[src/rtl/mdu_unit.sv]
// RV32M multiply/divide unit for the EX stage: single-cycle-latency multiply,
// 32-step restoring divide, registered result/tag with a one-cycle DONE pulse.
module mdu_unit #(
  parameter int WIDTH = 32,
  parameter int RD_W  = 5
) (
  input  logic             CLK,
  input  logic             RESET,
  input  logic             START,
  input  logic [2:0]       FUNCT3,
  input  logic [WIDTH-1:0] OPA,
  input  logic [WIDTH-1:0] OPB,
  input  logic [RD_W-1:0]  RD_IN,
  input  logic             FLUSH,
  output logic             BUSY,
  output logic             DONE,
  output logic [WIDTH-1:0] RESULT,
  output logic [RD_W-1:0]  RD_OUT
);

  localparam int CNT_W = $clog2(WIDTH);
  localparam logic [WIDTH-1:0] ONE     = WIDTH'(1);
  localparam logic [CNT_W-1:0] CNT_ONE = CNT_W'(1);
  localparam logic [CNT_W-1:0] CNT_MAX = CNT_W'(WIDTH - 1);
  localparam logic [WIDTH-1:0] MIN_NEG = {1'b1, {(WIDTH-1){1'b0}}};

  typedef enum logic [1:0] {S_IDLE, S_MUL, S_DIV, S_FIX} state_t;

  state_t           r_state, w_next;
  logic [2:0]       r_funct3;
  logic [RD_W-1:0]  r_rd;
  logic [WIDTH:0]   r_a, r_b;
  logic [WIDTH:0]   r_rem;
  logic [WIDTH-1:0] r_quo;
  logic [CNT_W-1:0] r_cnt;
  logic             r_q_neg, r_r_neg;
  logic             r_done;
  logic [WIDTH-1:0] r_result;
  logic [RD_W-1:0]  r_rd_out;

  logic             w_a_signed, w_b_signed, w_div_signed;
  logic [WIDTH:0]   w_a_ext, w_b_ext;
  logic [WIDTH-1:0] w_a_mag, w_b_mag;
  logic             w_div_zero, w_div_ovf;
  logic [2*WIDTH-1:0] w_prod;
  logic [WIDTH+1:0] w_shift, w_dvsr;
  logic             w_ge;
  logic [WIDTH:0]   w_rem_next;
  logic [WIDTH-1:0] w_q_fix, w_r_fix;

  // MULHSU treats OPA as signed and OPB as unsigned; MULHU neither.
  assign w_div_signed = ~FUNCT3[0];
  assign w_a_signed   = FUNCT3[2] ? w_div_signed : (FUNCT3[1:0] != 2'b11);
  assign w_b_signed   = FUNCT3[2] ? w_div_signed : ~FUNCT3[1];
  assign w_a_ext      = {w_a_signed & OPA[WIDTH-1], OPA};
  assign w_b_ext      = {w_b_signed & OPB[WIDTH-1], OPB};
  assign w_a_mag      = (w_div_signed & OPA[WIDTH-1]) ? (~OPA + ONE) : OPA;
  assign w_b_mag      = (w_div_signed & OPB[WIDTH-1]) ? (~OPB + ONE) : OPB;
  assign w_div_zero   = (OPB == '0);
  assign w_div_ovf    = w_div_signed & (OPA == MIN_NEG) & (OPB == '1);

  assign w_prod = {{(WIDTH-1){r_a[WIDTH]}}, r_a} * {{(WIDTH-1){r_b[WIDTH]}}, r_b};

  assign w_shift    = {r_rem, r_quo[WIDTH-1]};
  assign w_dvsr     = {1'b0, r_b};
  assign w_ge       = (w_shift >= w_dvsr);
  assign w_rem_next = (WIDTH+1)'(w_ge ? (w_shift - w_dvsr) : w_shift);

  assign w_q_fix = r_q_neg ? (~r_quo + ONE) : r_quo;
  assign w_r_fix = r_r_neg ? (~r_rem[WIDTH-1:0] + ONE) : r_rem[WIDTH-1:0];

  always_ff @(posedge CLK or negedge RESET) begin
    if (!RESET) r_state <= S_IDLE;
    else        r_state <= w_next;
  end

  always_comb begin
    // NOTE: default first so every path assigns w_next and no latch is inferred.
    w_next = r_state;
    if (FLUSH) begin
      w_next = S_IDLE;
    end else begin
      unique case (r_state)
        S_IDLE: if (START) begin
          if (!FUNCT3[2])                  w_next = S_MUL;
          else if (w_div_zero || w_div_ovf) w_next = S_FIX;
          else                              w_next = S_DIV;
        end
        S_MUL:  w_next = S_IDLE;
        S_DIV:  if (r_cnt == CNT_MAX) w_next = S_FIX;
        S_FIX:  w_next = S_IDLE;
        default: w_next = S_IDLE;
      endcase
    end
  end

  always_ff @(posedge CLK or negedge RESET) begin
    if (!RESET) begin
      r_funct3 <= '0;
      r_rd     <= '0;
      r_a      <= '0;
      r_b      <= '0;
      r_rem    <= '0;
      r_quo    <= '0;
      r_cnt    <= '0;
      r_q_neg  <= 1'b0;
      r_r_neg  <= 1'b0;
      r_done   <= 1'b0;
      r_result <= '0;
      r_rd_out <= '0;
    end else begin
      // NOTE: non-blocking throughout so every register samples pre-edge values.
      r_done <= 1'b0;
      if (FLUSH) begin
        r_cnt <= '0;
      end else begin
        unique case (r_state)
          S_IDLE: if (START) begin
            r_funct3 <= FUNCT3;
            r_rd     <= RD_IN;
            r_a      <= w_a_ext;
            r_b      <= w_b_ext;
            r_cnt    <= '0;
            r_q_neg  <= 1'b0;
            r_r_neg  <= 1'b0;
            r_rem    <= '0;
            if (FUNCT3[2]) begin
              if (w_div_zero) begin
                r_quo <= '1;
                r_rem <= {1'b0, OPA};
              end else if (w_div_ovf) begin
                r_quo <= MIN_NEG;
              end else begin
                // Divide on magnitudes; signs are reapplied in FIX.
                r_a     <= {1'b0, w_a_mag};
                r_b     <= {1'b0, w_b_mag};
                r_quo   <= w_a_mag;
                r_q_neg <= w_div_signed & (OPA[WIDTH-1] ^ OPB[WIDTH-1]);
                r_r_neg <= w_div_signed & OPA[WIDTH-1];
              end
            end
          end
          S_MUL: begin
            r_result <= (r_funct3 == 3'b000) ? w_prod[WIDTH-1:0] : w_prod[2*WIDTH-1:WIDTH];
            r_rd_out <= r_rd;
            r_done   <= 1'b1;
          end
          S_DIV: begin
            r_rem <= w_rem_next;
            r_quo <= {r_quo[WIDTH-2:0], w_ge};
            r_cnt <= r_cnt + CNT_ONE;
          end
          S_FIX: begin
            r_result <= r_funct3[1] ? w_r_fix : w_q_fix;
            r_rd_out <= r_rd;
            r_done   <= 1'b1;
          end
          default: ;
        endcase
      end
    end
  end

  assign BUSY   = (r_state != S_IDLE);
  assign DONE   = r_done;
  assign RESULT = r_result;
  assign RD_OUT = r_rd_out;

endmodule

[config.mk]
export PLATFORM = sky130hd
export DESIGN_NAME = mdu_unit
export DESIGN_NICKNAME = d
export VERILOG_FILES = /design/src/rtl/mdu_unit.sv
export SDC_FILE = /design/constraint.sdc
export NUM_CORES = 2
export LEC_CHECK = 0
export BUFFER_PORTS_ARGS = -buffer_cell sky130_fd_sc_hd__buf_2
export CAP_MARGIN = 20
export CORE_UTILIZATION = 67
export DETAILED_ROUTE_END_ITERATION = 6
export PLACE_DENSITY = 0.87
export SLEW_MARGIN = 10
export SYNTH_ARGS = -nofsm -noshare
export SYNTH_HDL_FRONTEND = slang
export SYNTH_SLANG_ARGS = --single-unit
[constraint.sdc]
create_clock -name CLK -period 14.7 [get_ports CLK]
set_clock_uncertainty 0.15 [all_clocks]
set_input_delay 3.675 -clock CLK [delete_from_list [all_inputs] [get_ports CLK]]
set_output_delay 3.675 -clock CLK [all_outputs]
set_load 0.005 [all_outputs]
### After elaboration in Yosys (flattened, before gate mapping)

Index checks and enable logic that the tools add are counted.

| storage, ports and cells | value |
|---|---|
| register bits after elaboration | 186 |
| input bits | 76 |
| word-level logic and storage cells | 105 |

| operators by class | value |
|---|---|
| $add $sub $neg | 6 |
| multipliers | 1 |
| magnitude comparators | 1 |
| eq/ne operators | 11 |
| mux-type cells | 42 |
| bitwise operators | 15 |
| reduce and logical (&&, ||, !) cells | 16 |

Operators by type and width:

| kind | number |
|---|---|
| 32-bit two-way mux | 12 |
| 33-bit two-way mux | 8 |
| 32-bit by 1-bit adder with 32-bit output, second input constant | 4 |
| 32-bit NOT | 4 |
| 32-bit case mux with 2 select lines | 2 |
| 33-bit case mux with 2 select lines | 1 |
| 32-bit == test, second input constant | 2 |
| 33-bit by 33-bit multiplier with 64-bit output | 1 |
| 34-bit by 33-bit >= comparator with 1-bit output | 1 |
| 33-bit subtractor | 1 |
| 32-bit zero test | 1 |
| 1-bit two-way mux | 11 |
| 5-bit two-way mux | 2 |
| 5-bit case mux with 2 select lines | 1 |
| 2-bit two-way mux | 4 |
| 2-bit AND reduction | 4 |
| 1-bit AND | 7 |
| 2-bit != test, second input constant | 3 |
| 3-bit != test, second input constant | 2 |
| 2-bit case mux with 3 select lines | 1 |
| 3-bit AND reduction | 2 |
| 2-bit nonzero test | 3 |
| 5-bit by 1-bit adder with 5-bit output, second input constant | 1 |
| 5-bit == test, second input constant | 1 |
| 10 further kinds | 13 |

### Logic depth before layout (Yosys ltp)

| logic depth | value |
|---|---|
| depth in word-level cells | 9 |
| depth in mapped cells | 30 |
| gate-level depth less buffers | 28 |

### Least setup slack after synthesis

No wires, ideal clock.

| timing path | value |
|---|---|
| path kind | reg2reg |
| start point | register r_b[0] |
| end point | register r_result[30] (netlist: RESULT[30]) |
| arrival | 7.780 ns |
| required time | 14.455 ns |
| slack | 6.674 ns |
| cell stages (with the launch flop) | 28 |
| path buffers | 2 |
| period minus slack after synthesis | 8.026 ns |
| cell sequence | dfrtp_1 -> clkbuf_1 -> nand2_1 -> inv_1 -> fa_1 -> fa_1 -> fa_1 -> fa_1 -> inv_1 -> fa_1 -> inv_1 -> fa_1 -> fa_1 -> inv_1 -> fa_1 -> inv_1 -> ha_1 -> clkbuf_1 -> nand4_1 -> nor2_1 -> nand4_1 -> nor4b_1 -> a211oi_1 -> a21oi_1 -> a311oi_1 -> xnor2_1 -> a21oi_1 -> o31ai_1 |

| on the way | value |
|---|---|
| cells in the longest elaborated chain, start to end | 3 |

Ends and longest elaborated chain:

| element | line | RTL |
|---|---|---|
| from (decl) | 32 | `logic [WIDTH:0] r_a, r_b;` |
| from (signal assigned) | 122 | `r_b <= w_b_ext;` |
| from (signal assigned) | 136 | `r_b <= {1'b0, w_b_mag};` |
| 33-bit by 33-bit multiplier with 64-bit output | 62 | `assign w_prod = {{(WIDTH-1){r_a[WIDTH]}}, r_a} * {{(WIDTH-1){r_b[WIDTH]}}, r_b};` |
| 32-bit two-way mux | 144 | `r_result <= (r_funct3 == 3'b000) ? w_prod[WIDTH-1:0] : w_prod[2*WIDTH-1:WIDTH];` |
| 32-bit case mux with 2 select lines | 117 | `unique case (r_state)` |
| to (signal assigned) | 144 |  |
| to (signal assigned) | 154 | `r_result <= r_funct3[1] ? w_r_fix : w_q_fix;` |
| to (decl) | 38 | `logic [WIDTH-1:0] r_result;` |

Every way passes these cells.
A chain may end at the register's enable or synchronous reset.

### Worst setup path in the final report

Same ends and word-level chain as after synthesis.

==> impl_metrics.json <==
{
  "die_h_um": 278.9,
  "outcome": "finished clean",
  "final_cell_mix": "1,154 x inv_1, 1,126 x fa_1, 828 x nand2_1",
  "mappedNetlistArea_um2": 51360,
  "port_buffers": 114,
  "fill_cells": 5571,
  "fin_crit_sh": 0.6581,
  "drtAntennaViolNets": 0,
  "worstMarginPinSlew_ps": 1209,
  "path_class": "reg2reg",
  "fmax_ghz": 0.1034,
  "register_area_um2": 4657,
  "multi_input_area_um2": 41120,
  "postCtsHoldBufs": 0,
  "hold_violations": 0,
  "finalCriticalPeriod_ps": 9675,
  "yosys_warnings": 0,
  "dp_hpwl_um": 121200,
  "wirelength_um": 152400,
  "avgSynthCellArea_um2": 8.812,
  "critPathMaxFanout": 35,
  "slew_violations": 0,
  "viasPerCell": 6.126,
  "grt_max_degree": 111,
  "post_drt_wl_per_cell_um": 22.54,
  "cts_made_buffers": 17,
  "hold_ws_ps": 328.3,
  "antenna_found_initial": 9,
  "cts_tree": "yes",
  "core-area_um2": 75950,
  "syn2layout_area_growth_pct": 3.635,
  "die_area_um2": 77760,
  "yosysUniqueCellTypes": 76,
  "maxCapViolations": 0,
  "drt-initial-drc-count": 4541,
  "drc_errors": 0,
  "cp-start-kind": "register",
  "grt_pass1_vias": 44140,
  "h-tree-depth": 4,
  "cp-end-kind": "register",
  "ys_ff_latch": 186,
  "start_util": 0.6762,
  "synth_edf_count": 0,
  "vias": 41430,
  "gp_congestion": 1.032,
  "numClockSinks": 186,
  "postCtsSetupBuffers": 0,
  "max-slew-margin-rel": 0.1937,
  "clk_latency_ps": 450,
  "cp.required_ps": 14910,
  "holdCritPathClass": "reg2reg",
  "final_common_cell": "inv_1",
  "min_path_cells": 2,
  "synthCells": 5828,
  "grt_setup_unrepaired": "no",
  "cts_max_path_buffers": 2,
  "postCtsResizedCells": 0,
  "die_x_um": 278.9,
  "clk_pin_slew_worst_paths_ps": 90,
  "grt_pass1_wl_um": 243200,
  "grt_usage": 0.4091,
  "yosys_most_used_dff": "dfrtp_1",
  "cts-root-buf": "clkbuf_16",
  "overflow": 0,
  "dr.pass1.iters": 7,
  "final_layout_size_suffix_gt1_frac": 0.04525,
  "nets": 7165,
  "setup-violations-final": 0,
  "yosysSeqAreaShare": 0.09063,
  "row_count": 101,
  "fin_setup_tns_ps": 0,
  "pin_count": 115,
  "syn_nets": 7282,
  "reg2regPathDepth": 25,
  "async_reset_ff_frac": 1.000,
  "cp.arrival_ps": 9880
}
==> synth_stat cells (34+ instances only) <==
library cell | count | area, um2
o22ai_1 | 35 | 219.0
nand2_1 | 829 | 3112
and2_1 | 538 | 3366
o21ai_0 | 248 | 1241
fa_1 | 1126 | 22540
nor2_1 | 195 | 732.0
nand3_1 | 34 | 170.2
xor2_1 | 103 | 902.1
nor3_1 | 34 | 170.2
a21oi_1 | 168 | 840.8
xnor2_1 | 145 | 1270
ha_1 | 252 | 3153
dfrtp_1 | 186 | 4654
o31ai_1 | 34 | 255.2
clkbuf_1 | 313 | 1175
nand4_1 | 37 | 231.5
inv_1 | 1154 | 4332
==> sequential cells by signal, summed over array words and instances (netlist names), 3 cells and up <==
signal	flops
r_quo	32
r_cnt	5
r_rd	5
r_rem	33
RESULT	32
r_funct3	3
RD_OUT	5
r_b	33
r_a	33
==> layout make-up <==
type / instances / share of cell area
Sequential cell: 186 / 0.08750
Clock buffer: 18 / 0.008063
Multi-Input combinational cell: 4154 / 0.7725
Timing Repair Buffer: 197 / 0.02297
Tap cell: 1030 / 0.02421
Antenna cell: 8 / 0.0003761
Inverter: 1155 / 0.08146
Clock inverter: 14 / 0.002892
==> per-stage QoR <==
step / instances / cell area [um2] / setup slack [ps] / util
6_report: 6762 / 53220 / 5025 / 0.7008
5_1_grt: 6755 / 53210 / 4397 / 0.7005
4_1_cts: 6753 / 53180 / 5183 / 0.7002
3_5_place_dp: 6721 / 52590 / 5191 / 0.6925
3_3_place_gp: 6721 / 52590 / 5420 / 0.6925
2_1_floorplan: 5828 / 51360 / 6674 / -
==> routing by layer <==
| layer | track usage | up-vias | wire length [um] | part of all wire |
|---|---|---|---|---|
| met4 | 0.2070 | 6 | 9280 | 0.061 |
| met2 | 0.6509 | 2767 | 70610 | 0.46 |
| li1 | - | 17390 | - | - |
| met5 | 0 | - | 39 | 0.00026 |
| met1 | 0.5276 | 20640 | 54590 | 0.36 |
| met3 | 0.09606 | 630 | 17910 | 0.12 |
==> critical path, cell delays in order, from the launching register on <==
cell	delay (ps)
dfrtp_1	1120
nand2_1	210
inv_1	190
fa_1	490
fa_1	570
fa_1	960
fa_1	620
inv_1	470
fa_1	510
inv_1	90
fa_1	420
fa_1	490
inv_1	50
fa_1	470
inv_1	50
ha_1	380
o21ai_0	240
o21ai_0	120
a21oi_1	180
o21ai_0	130
a211oi_1	550
a21oi_1	240
a311oi_1	370
xnor2_1	160
a21oi_1	90
o31ai_1	240
==> logic make-up after synthesis <==
group,count (synthesis),share of synthesized area
adder cells (fa/ha/maj),1378,0.5003
XOR/XNOR,248,0.04229
multiplexers,27,0.005287
buffers and inverters,1488,0.1094
AND/OR/NAND/NOR,1804,0.1699
AO/OA/AOI/OAI,697,0.08223
flip-flops,186,0.09063
==> final timing paths <==
| kind | startpoint | to | slack, ps |
|---|---|---|---|
| worst min-delay path | r_rd[1]$_DFFE_PN0P_ | RD_OUT[1]$_DFFE_PN0P_ | 330 |
| max in group asynchronous | RESET | r_b[15]$_DFFE_PN0P_ | 9920 |
| worst max-delay path | r_b[0]$_DFFE_PN0P_ | RESULT[30]$_DFFE_PN0P_ | 5030 |
| worst max register to register | r_b[0]$_DFFE_PN0P_ | RESULT[30]$_DFFE_PN0P_ | 5030 |
| worst min register to register | r_rd[1]$_DFFE_PN0P_ | RD_OUT[1]$_DFFE_PN0P_ | 330 |
| min in group asynchronous | RESET | r_rd[0]$_DFFE_PN0P_ | 3210 |
Power is not shown: default switching activity piles up to over one toggle a cycle in this logic, so the estimate is an artifact.
